===== config.mk =====
export PLATFORM = sky130hd
export DESIGN_NAME = chess_turn_timer
export DESIGN_NICKNAME = d
export VERILOG_FILES = /design/src/rtl/chess_timer_pkg.sv /design/src/rtl/chess_second_tick.sv /design/src/rtl/chess_turn_timer.sv
export SDC_FILE = /design/constraint.sdc
export NUM_CORES = 1
export LEC_CHECK = 0
export BUFFER_PORTS_ARGS = -buffer_cell sky130_fd_sc_hd__buf_2
export CORE_MARGIN = 1.5
export CORE_UTILIZATION = 50
export DETAILED_ROUTE_END_ITERATION = 6
export GPL_ROUTABILITY_DRIVEN = 0
export PLACE_DENSITY = 0.7
export SLEW_MARGIN = 5
export SYNTH_ARGS = -nofsm -noshare
export SYNTH_HDL_FRONTEND = slang
export SYNTH_HIERARCHICAL = 1
export SYNTH_SLANG_ARGS = --single-unit

===== constraint.sdc =====
create_clock -name clock -period 3.8 [get_ports clock]
set_input_delay 0.19 -clock clock [delete_from_list [all_inputs] [get_ports clock]]
set_output_delay 0.19 -clock clock [all_outputs]
set_load 0.05 [all_outputs]

===== src/rtl/chess_timer_pkg.sv =====
// Shared constants for the chess turn timer: FSM state codes, player identities and key levels.
package chess_timer_pkg;

    localparam logic [1:0] IDLE    = 2'd0;
    localparam logic [1:0] RUNNING = 2'd1;
    localparam logic [1:0] PAUSED  = 2'd2;
    localparam logic [1:0] TIMEOUT = 2'd3;

    localparam logic WHITE_PLAYER = 1'b1;
    localparam logic BLACK_PLAYER = 1'b0;

    localparam logic KEY_ON  = 1'b0;
    localparam logic KEY_OFF = 1'b1;

    // Active-low push key: a press is the released-to-pressed transition.
    function automatic logic key_pressed(input logic prev_level, input logic cur_level);
        return (prev_level == KEY_OFF) && (cur_level == KEY_ON);
    endfunction

endpackage


===== src/rtl/chess_second_tick.sv =====
// One-second prescaler: counts while enabled, holds otherwise, and pulses tick on terminal count.
module chess_second_tick #(
    parameter int unsigned CLOCK_FREQUENCY = 50_000_000
) (
    input  logic clock,
    input  logic resetApp,
    input  logic enable,
    input  logic clear,
    output logic tick
);

    localparam int unsigned CountWidth = (CLOCK_FREQUENCY > 1) ? $clog2(CLOCK_FREQUENCY) : 1;
    localparam logic [CountWidth-1:0] LastCount = CountWidth'(CLOCK_FREQUENCY - 1);

    logic [CountWidth-1:0] count_q, count_d;

    always_comb begin
        count_d = count_q;
        if (clear) begin
            count_d = '0;
        end else if (enable) begin
            count_d = (count_q == LastCount) ? '0 : count_q + CountWidth'(1);
        end
    end

    assign tick = enable && !clear && (count_q == LastCount);

    always_ff @(posedge clock) begin
        if (resetApp) begin
            count_q <= '0;
        end else begin
            count_q <= count_d;
        end
    end

endmodule


===== src/rtl/chess_turn_timer.sv =====
// Two-player chess clock: start/pause FSM, per-player second counters and flag-fall detection.
// Define CHESS_TIMER_INCREMENT_EN to credit INCREMENT_SECONDS to the side that just moved.
module chess_turn_timer
    import chess_timer_pkg::*;
#(
    parameter int unsigned CLOCK_FREQUENCY   = 50_000_000,
    parameter int unsigned TIME_WIDTH        = 12,
    parameter int unsigned INITIAL_SECONDS   = 600,
    parameter int unsigned INCREMENT_SECONDS = 5
) (
    input  logic                  clock,
    input  logic                  resetApp,
    input  logic                  StartKey,
    input  logic                  PauseSwitch,
    input  logic                  Player,
    output logic [TIME_WIDTH-1:0] WhiteSeconds,
    output logic [TIME_WIDTH-1:0] BlackSeconds,
    output logic                  MoveEnable,
    output logic                  GameOver,
    output logic                  Loser,
    output logic [1:0]            State
);

`ifdef CHESS_TIMER_INCREMENT_EN
    localparam bit IncrementEn = 1'b1;
`else
    localparam bit IncrementEn = 1'b0;
`endif

    localparam logic [TIME_WIDTH-1:0] InitTime = TIME_WIDTH'(INITIAL_SECONDS);

    logic [1:0]            state_q, state_d;
    logic [TIME_WIDTH-1:0] white_q, white_d;
    logic [TIME_WIDTH-1:0] black_q, black_d;
    logic                  move_enable_q, move_enable_d;
    logic                  game_over_q, game_over_d;
    logic                  loser_q, loser_d;
    logic                  prev_player_q;
    logic                  start_key_q;

    logic                  running;
    logic                  press;
    logic                  turn_change;
    logic                  tick;
    logic                  flag_fall;
    logic [TIME_WIDTH-1:0] mover_time;

    function automatic logic [TIME_WIDTH-1:0] add_bonus(input logic [TIME_WIDTH-1:0] t);
        logic [TIME_WIDTH:0] sum;
        sum = {1'b0, t} + (TIME_WIDTH + 1)'(INCREMENT_SECONDS);
        return sum[TIME_WIDTH] ? '1 : sum[TIME_WIDTH-1:0];
    endfunction

    assign running     = (state_q == RUNNING);
    assign press       = key_pressed(start_key_q, StartKey);
    assign turn_change = (Player != prev_player_q);

    // A turn change restarts the second so the new mover gets a full one; it also masks the tick.
    chess_second_tick #(
        .CLOCK_FREQUENCY(CLOCK_FREQUENCY)
    ) u_second_tick (
        .clock   (clock),
        .resetApp(resetApp),
        .enable  (running),
        .clear   (running && turn_change),
        .tick    (tick)
    );

    assign mover_time = (Player == WHITE_PLAYER) ? white_q : black_q;
    assign flag_fall  = tick && (mover_time <= TIME_WIDTH'(1));

    always_comb begin
        state_d = state_q;
        white_d = white_q;
        black_d = black_q;
        loser_d = loser_q;

        if (IncrementEn && running && turn_change) begin
            if (prev_player_q == WHITE_PLAYER) begin
                white_d = add_bonus(white_q);
            end else begin
                black_d = add_bonus(black_q);
            end
        end

        if (tick) begin
            if (Player == WHITE_PLAYER && white_q != '0) begin
                white_d = white_q - TIME_WIDTH'(1);
            end
            if (Player == BLACK_PLAYER && black_q != '0) begin
                black_d = black_q - TIME_WIDTH'(1);
            end
        end

        unique case (state_q)
            IDLE: begin
                if (press) state_d = RUNNING;
            end
            RUNNING: begin
                // Flag fall outranks a simultaneous pause request.
                if (flag_fall) begin
                    state_d = TIMEOUT;
                    loser_d = Player;
                end else if (PauseSwitch) begin
                    state_d = PAUSED;
                end
            end
            PAUSED: begin
                if (press && !PauseSwitch) state_d = RUNNING;
            end
            TIMEOUT: begin
                state_d = TIMEOUT;
            end
        endcase

        move_enable_d = (state_d == RUNNING);
        game_over_d   = (state_d == TIMEOUT);
    end

    always_ff @(posedge clock) begin
        if (resetApp) begin
            state_q       <= IDLE;
            white_q       <= InitTime;
            black_q       <= InitTime;
            move_enable_q <= 1'b0;
            game_over_q   <= 1'b0;
            loser_q       <= BLACK_PLAYER;
            prev_player_q <= Player;
            start_key_q   <= KEY_OFF;
        end else begin
            state_q       <= state_d;
            white_q       <= white_d;
            black_q       <= black_d;
            move_enable_q <= move_enable_d;
            game_over_q   <= game_over_d;
            loser_q       <= loser_d;
            prev_player_q <= Player;
            start_key_q   <= StartKey;
        end
    end

    assign WhiteSeconds = white_q;
    assign BlackSeconds = black_q;
    assign MoveEnable   = move_enable_q;
    assign GameOver     = game_over_q;
    assign Loser        = loser_q;
    assign State        = state_q;

endmodule


==> results of run 1 <==
## per-stage QoR
step,worst slack [ns],std cells,utilization [%],hold WS (ns),power (uW)
2_1_floorplan,0.777,321,-,0.218,655
3_3_place_gp,0.926,414,55.6,0.392,668
3_5_place_dp,0.789,414,55.6,0.403,669
4_1_cts,0.748,428,58.5,0.0500,1160
5_1_grt,0.408,428,58.5,0.0671,1190
6_report,0.778,428,58.5,0.0608,1140
## kinds of logic after synthesis
| family | Yosys count | synth area share, % |
|---|---|---|
| DFF | 57 | 39.8 |
| muxes | 6 | 2.18 |
| AOI/OAI and AO/OA | 55 | 12.6 |
| buffers and inverters | 21 | 3.53 |
| and+or+nand+nor | 156 | 33.4 |
| adders and majority gates | 4 | 1.75 |
| xor gates and xnor gates | 22 | 6.72 |
## layout by cell type (no fill, tap or decap), types with 6 or more instances in the layout
cell type	n
nor2_1	30
nand2b_1	6
clkbuf_8	11
o21ai_0	9
buf_2	33
xnor2_1	10
nor4_1	9
inv_1	8
dfxtp_1	57
or3_1	11
nand3_1	8
nor3_1	14
o31ai_1	9
a21oi_1	22
xor2_1	12
nand4_1	13
nand2_1	14
or4_1	13
## worst paths after layout
path / startpoint / cells past startpoint / slack (ns) / endpoint
worst max-delay path: State[1] / 9 / 0.78 / BlackSeconds[6]
worst min-delay path: StartKey / 2 / 0.06 / start_key_q
worst max register to register: State[1] / 9 / 0.78 / BlackSeconds[6]
worst min register to register: u_second_tick/count_q[22] / 2 / 0.48 / u_second_tick/count_q[22]
## where the power goes
part	total (uW)	internal (uW)	switching (uW)
clock network	487	266	221
logic	47.4	14.9	32.5
registers	608	603	4.82
total	1140	884	259
## registers in the layout, indices dropped and copies added (netlist names)
signal and count:
WhiteSeconds 12, start_key_q 1, u_second_tick/count_q 26, MoveEnable 1, State 2, BlackSeconds 12
prev_player_q 1, GameOver 1, Loser 1
## area by class of cell
| cell class | instances | area, sq um |
|---|---|---|
| fillers | 530 | 2280 |
| multi-input cells | 243 | 1630 |
| flip-flops and latches | 57 | 1140 |
| repair buffers | 34 | 173 |
| clock buffers | 14 | 163 |
| well taps | 72 | 90.1 |
| inverters | 8 | 30.0 |
## worst max-delay path: cells and delay by family (launching register included)
family | cells | cell delay, ns
simple gates | 6 | 1.79
compound gates | 2 | 0.55
flops | 1 | 0.35
buf+inv | 1 | 0.20
## routing by layer
| metal | wire (um) | part of all wire, % | track usage (%) | vias up |
|---|---|---|---|---|
| met5 | 0 | 0 | 0 | - |
| met4 | 123 | 2.0 | 10.9 | 0 |
| met3 | 151 | 2.5 | 4.48 | 11 |
| met2 | 2860 | 47 | 35.4 | 34 |
| met1 | 2920 | 48 | 26.9 | 1153 |
| li1 | - | - | - | 1265 |
==> impl_metrics.tcl, run 1 <==
set metrics [dict create \
    synth-async-reset-ratio_pct 0 \
    post_drt_wl_per_cell_um 14.1 \
    yosysUniqueCellTypes 55 \
    grtUsageTotal_pct 21.6 \
    seq_area_frac_synth_pct 39.8 \
    path_clk_slew_ns 0.06 \
    n_antenna_cell 0 \
    clock-root-buffer "clkbuf_8" \
    crit_slowest_cell "nor4b_1" \
    num_rows 27 \
    synth_edf_count 0 \
    drv_slew 0 \
    ant_nets 0 \
    synth_area_leaders "dfxtp_1 (40%), nor2_1 (3.9%), a21oi_1 (3.8%)" \
    max_cap_violations 0 \
    hold_class "input pin to flip-flop" \
    drt_wl_total_mm 6.05 \
    skew_ns 0.00436 \
    viasPerCell 5.75 \
    hold_viol 0 \
    grt_pass1_wl_mm 10.6 \
    grt_antenna_before_repair 0 \
    ys_seq_elements 57 \
    final_area_sq_mm 0.00322 \
    timing.final.crit_period_ns 3.02 \
    avgSynthCellArea_sq_um 8.93 \
    rsz0062_at_grt "no" \
    cts_resized 0 \
    vias 2463 \
    core_sq_mm 0.00551 \
    setup_viol 0 \
    cts_buffers 9 \
    cp_slowest_stage_delay_ns 0.51 \
    critPathKind "flip-flop to flip-flop" \
    grt_max_degree 38 \
    fmax_mhz 331 \
    startpoint_type "flip-flop" \
    dieArea_sq_mm 0.00620 \
    pin_count 34 \
    insertion_delay_ns 0.33 \
    portBuffers 33 \
    cts_tree "yes" \
    status "complete, no violations" \
    drt-pass1-iter-count 4 \
    overflow 0 \
    drc_errors 0 \
    nets 362 \
    cp_max_fo 8 \
    first_global_vias 2281 \
    p_leak_uw 0.00108 \
    htreeDepth 3 \
    crit_chain "nand2b_1, inv_1, and4_1, nand4_1, nor3_1, nor4b_1, o211ai_2, o31a_2, or3_1" \
    synth.net_count 330 \
    die_w_um 78.7 \
    drive_gt1_share_pct 18.5 \
    synth_top_area_share_pct 39.8 \
    max-clock-path-buffers 2 \
    yosysMostFrequentCell "dfxtp_1" \
    yosys.area.top_type "dfxtp_1" \
    synth_warnings 6 \
    yosys_most_used_dff "dfxtp_1" \
    fin_tns_setup_ns 0 \
    max-slew-margin-rel_pct 58.7 \
    syn_to_final_growth_pct 12.3 \
    postCtsSetupBuffers 0 \
    die_h_um 78.7 \
    end_kind "flip-flop" \
    worstMarginPinSlew_ns 0.619 \
    synth.top_cells.by_count "dfxtp_1 (57), nor2_1 (30), a21oi_1 (22)" \
    start_util_pct 52.1 \
    critPathRequiredTime_ns 4.02 \
    drtIter0Drc 150 \
    crit_arrival_ns 3.24 \
    fin_crit_sh_pct 79.5 \
    synthCells 321 \
    synth_area_sq_mm 0.00287 \
    place_area_sq_mm 0.00306 \
    cellPowerDensity_mw_per_mm2 355 \
    peakVddDrop_mv 0.191 \
    hpwlAfterDp_mm 4.20 \
    cts_sinks 57 \
    hold_buffers 0 \
]
Power figures use the tool's default switching activity.
==> inputs of run 2 (changes only) <==
- clock period: 3.8 -> 3.1 ns (I/O delays scaled with it)
==> impl_metrics.tcl, run 2 (synthesis results as in run 1) <==
set metrics [dict create \
    cts_tree "yes" \
    max-clock-path-buffers 2 \
    nets 366 \
    drtIter0Drc 134 \
    crit_arrival_ns 2.87 \
    cp_max_fo 7 \
    post-route-util_pct 59.7 \
    setup_ws_ns 0.494 \
    min_path_cells 2 \
    p_int_uw 1130 \
    overflow 0 \
    startpoint_type "flip-flop" \
    viasPerCell 5.79 \
    hold_viol 0 \
    path_clk_slew_ns 0.07 \
    peakVddDrop_mv 0.311 \
    setup_viol 0 \
    cts_sinks 57 \
    layout_common_cells "dfxtp_1 (57), buf_2 (33), nor2_1 (30)" \
    grtUsageTotal_pct 21.5 \
    end_kind "flip-flop" \
    n_antenna_cell 0 \
    fin_crit_sh_pct 84.1 \
    r2r-end "BlackSeconds[5]" \
    drt_wl_total_mm 6.13 \
    min-delay-start "StartKey" \
    switchingPower_uw 333 \
    layout_commonest_cell "dfxtp_1" \
    drive_gt1_share_pct 20.7 \
    cts_buffers 9 \
    grt_pass1_wl_mm 10.5 \
    die_h_um 78.7 \
    largest_reg_flops 26 \
    critPathKind "flip-flop to flip-flop" \
    skew_ns 0.0104 \
    cellPowerDensity_mw_per_mm2 446 \
    start_util_pct 52.1 \
    clkPwrFrac_pct 45.1 \
    seqPwrFrac_pct 50.8 \
    fin_tns_setup_ns 0 \
    core_sq_mm 0.00551 \
    grt_antenna_before_repair 0 \
    min_to "start_key_q" \
    dp_worst_setup_slack_ns 0.376 \
    critPathRequiredTime_ns 3.37 \
    vias 2515 \
    r2r_slack_ns 0.49 \
    timing.final.crit_period_ns 2.61 \
    r2r_start "State[1]" \
    rsz0062_at_grt "no" \
    status "complete, no violations" \
    syn_to_final_growth_pct 14.7 \
    portBuffers 33 \
    pin_count 34 \
    drc_errors 0 \
    drt-pass1-iter-count 4 \
    htreeDepth 3 \
    insertion_delay_ns 0.34 \
    drv_slew 0 \
    p_leak_uw 0.00112 \
    fmax_mhz 384 \
    ant_nets 0 \
    reg2regPathDepth 9 \
    first_global_vias 2312 \
    p_comb_share_pct 4.1 \
    dieArea_sq_mm 0.00620 \
    grt_max_degree 38 \
    max_cap_violations 0 \
    clock-root-buffer "clkbuf_8" \
    hold_class "input pin to flip-flop" \
    num_rows 27 \
    hpwlAfterDp_mm 4.19 \
    p_sw_share_pct 22.7 \
    die_w_um 78.7 \
    worstMarginPinSlew_ns 0.604 \
    crit_start "State[1]" \
    post_drt_wl_per_cell_um 14.1 \
    largest_register "u_second_tick/count_q" \
    max-slew-margin-rel_pct 59.7 \
]
## run 2: layout make-up
cell class                      instances  area [sq um]
Multi-Input combinational cell        243          1630
Timing Repair Buffer                   38           203
Clock inverter                          2          10.0
Sequential cell                        57          1140
Tap cell                               72          90.1
Clock buffer                           14           183
Inverter                                8          30.0
Fill cell                             495          2220
## run 2: power groups by stage
stage	clock network [uW]	logic [uW]	registers (uW)
3_3_place_gp	0	59.8	760
5_1_grt	723	66.0	745
4_1_cts	682	60.5	745
6_report	662	60.0	745
2_1_floorplan	0	33.2	770
3_5_place_dp	0	60.5	761
## run 2: worst max path at each step
| stage | slack (ns) | endpoint | depth (start not counted) |
|---|---|---|---|
| 4_1_cts | 0.35 | BlackSeconds[6] | 9 |
| 3_5_place_dp | 0.38 | BlackSeconds[6] | 9 |
| 5_1_grt | 0.20 | State[0] | 9 |
| 3_3_place_gp | 0.49 | BlackSeconds[6] | 9 |
| 2_1_floorplan | 0.08 | BlackSeconds[6] | 10 |
| 6_report | 0.49 | BlackSeconds[5] | 9 |
## run 2: worst max-delay path, stage by stage, from the launching register on
cell,delay (ns)
dfxtp_1,0.34
nand2b_1,0.20
inv_1,0.08
and4_1,0.20
nand4_1,0.12
nor3_1,0.30
nor2b_1,0.37
o311ai_4,0.22
or4_2,0.57
a21oi_1,0.15
## run 2: what timing repair did
action                     4_1_cts  5_1_grt
hold buffers                     0        0
setup endpoints to repair        0        2
setup buffers                    0        0
resized for setup                0        1
## run 2: through the flow
stage	total power [uW]	cell area (sq um)	hold slack (ns)	cells
floorplan	803	2870	0.183	321
global placement	820	3090	0.351	418
detailed placement	821	3090	0.356	418
CTS	1490	3280	0.00248	434
global route	1530	3290	0.00356	434
finish	1470	3290	0.0175	434
## run 2: routing by layer
layer	up-vias	share of wire, %	GRT usage, %
met2	43	48	34.7
met3	13	3.8	6.21
met1	1184	47	26.6
met5	-	0	0
met4	0	1.6	9.29
li1	1275	-	-
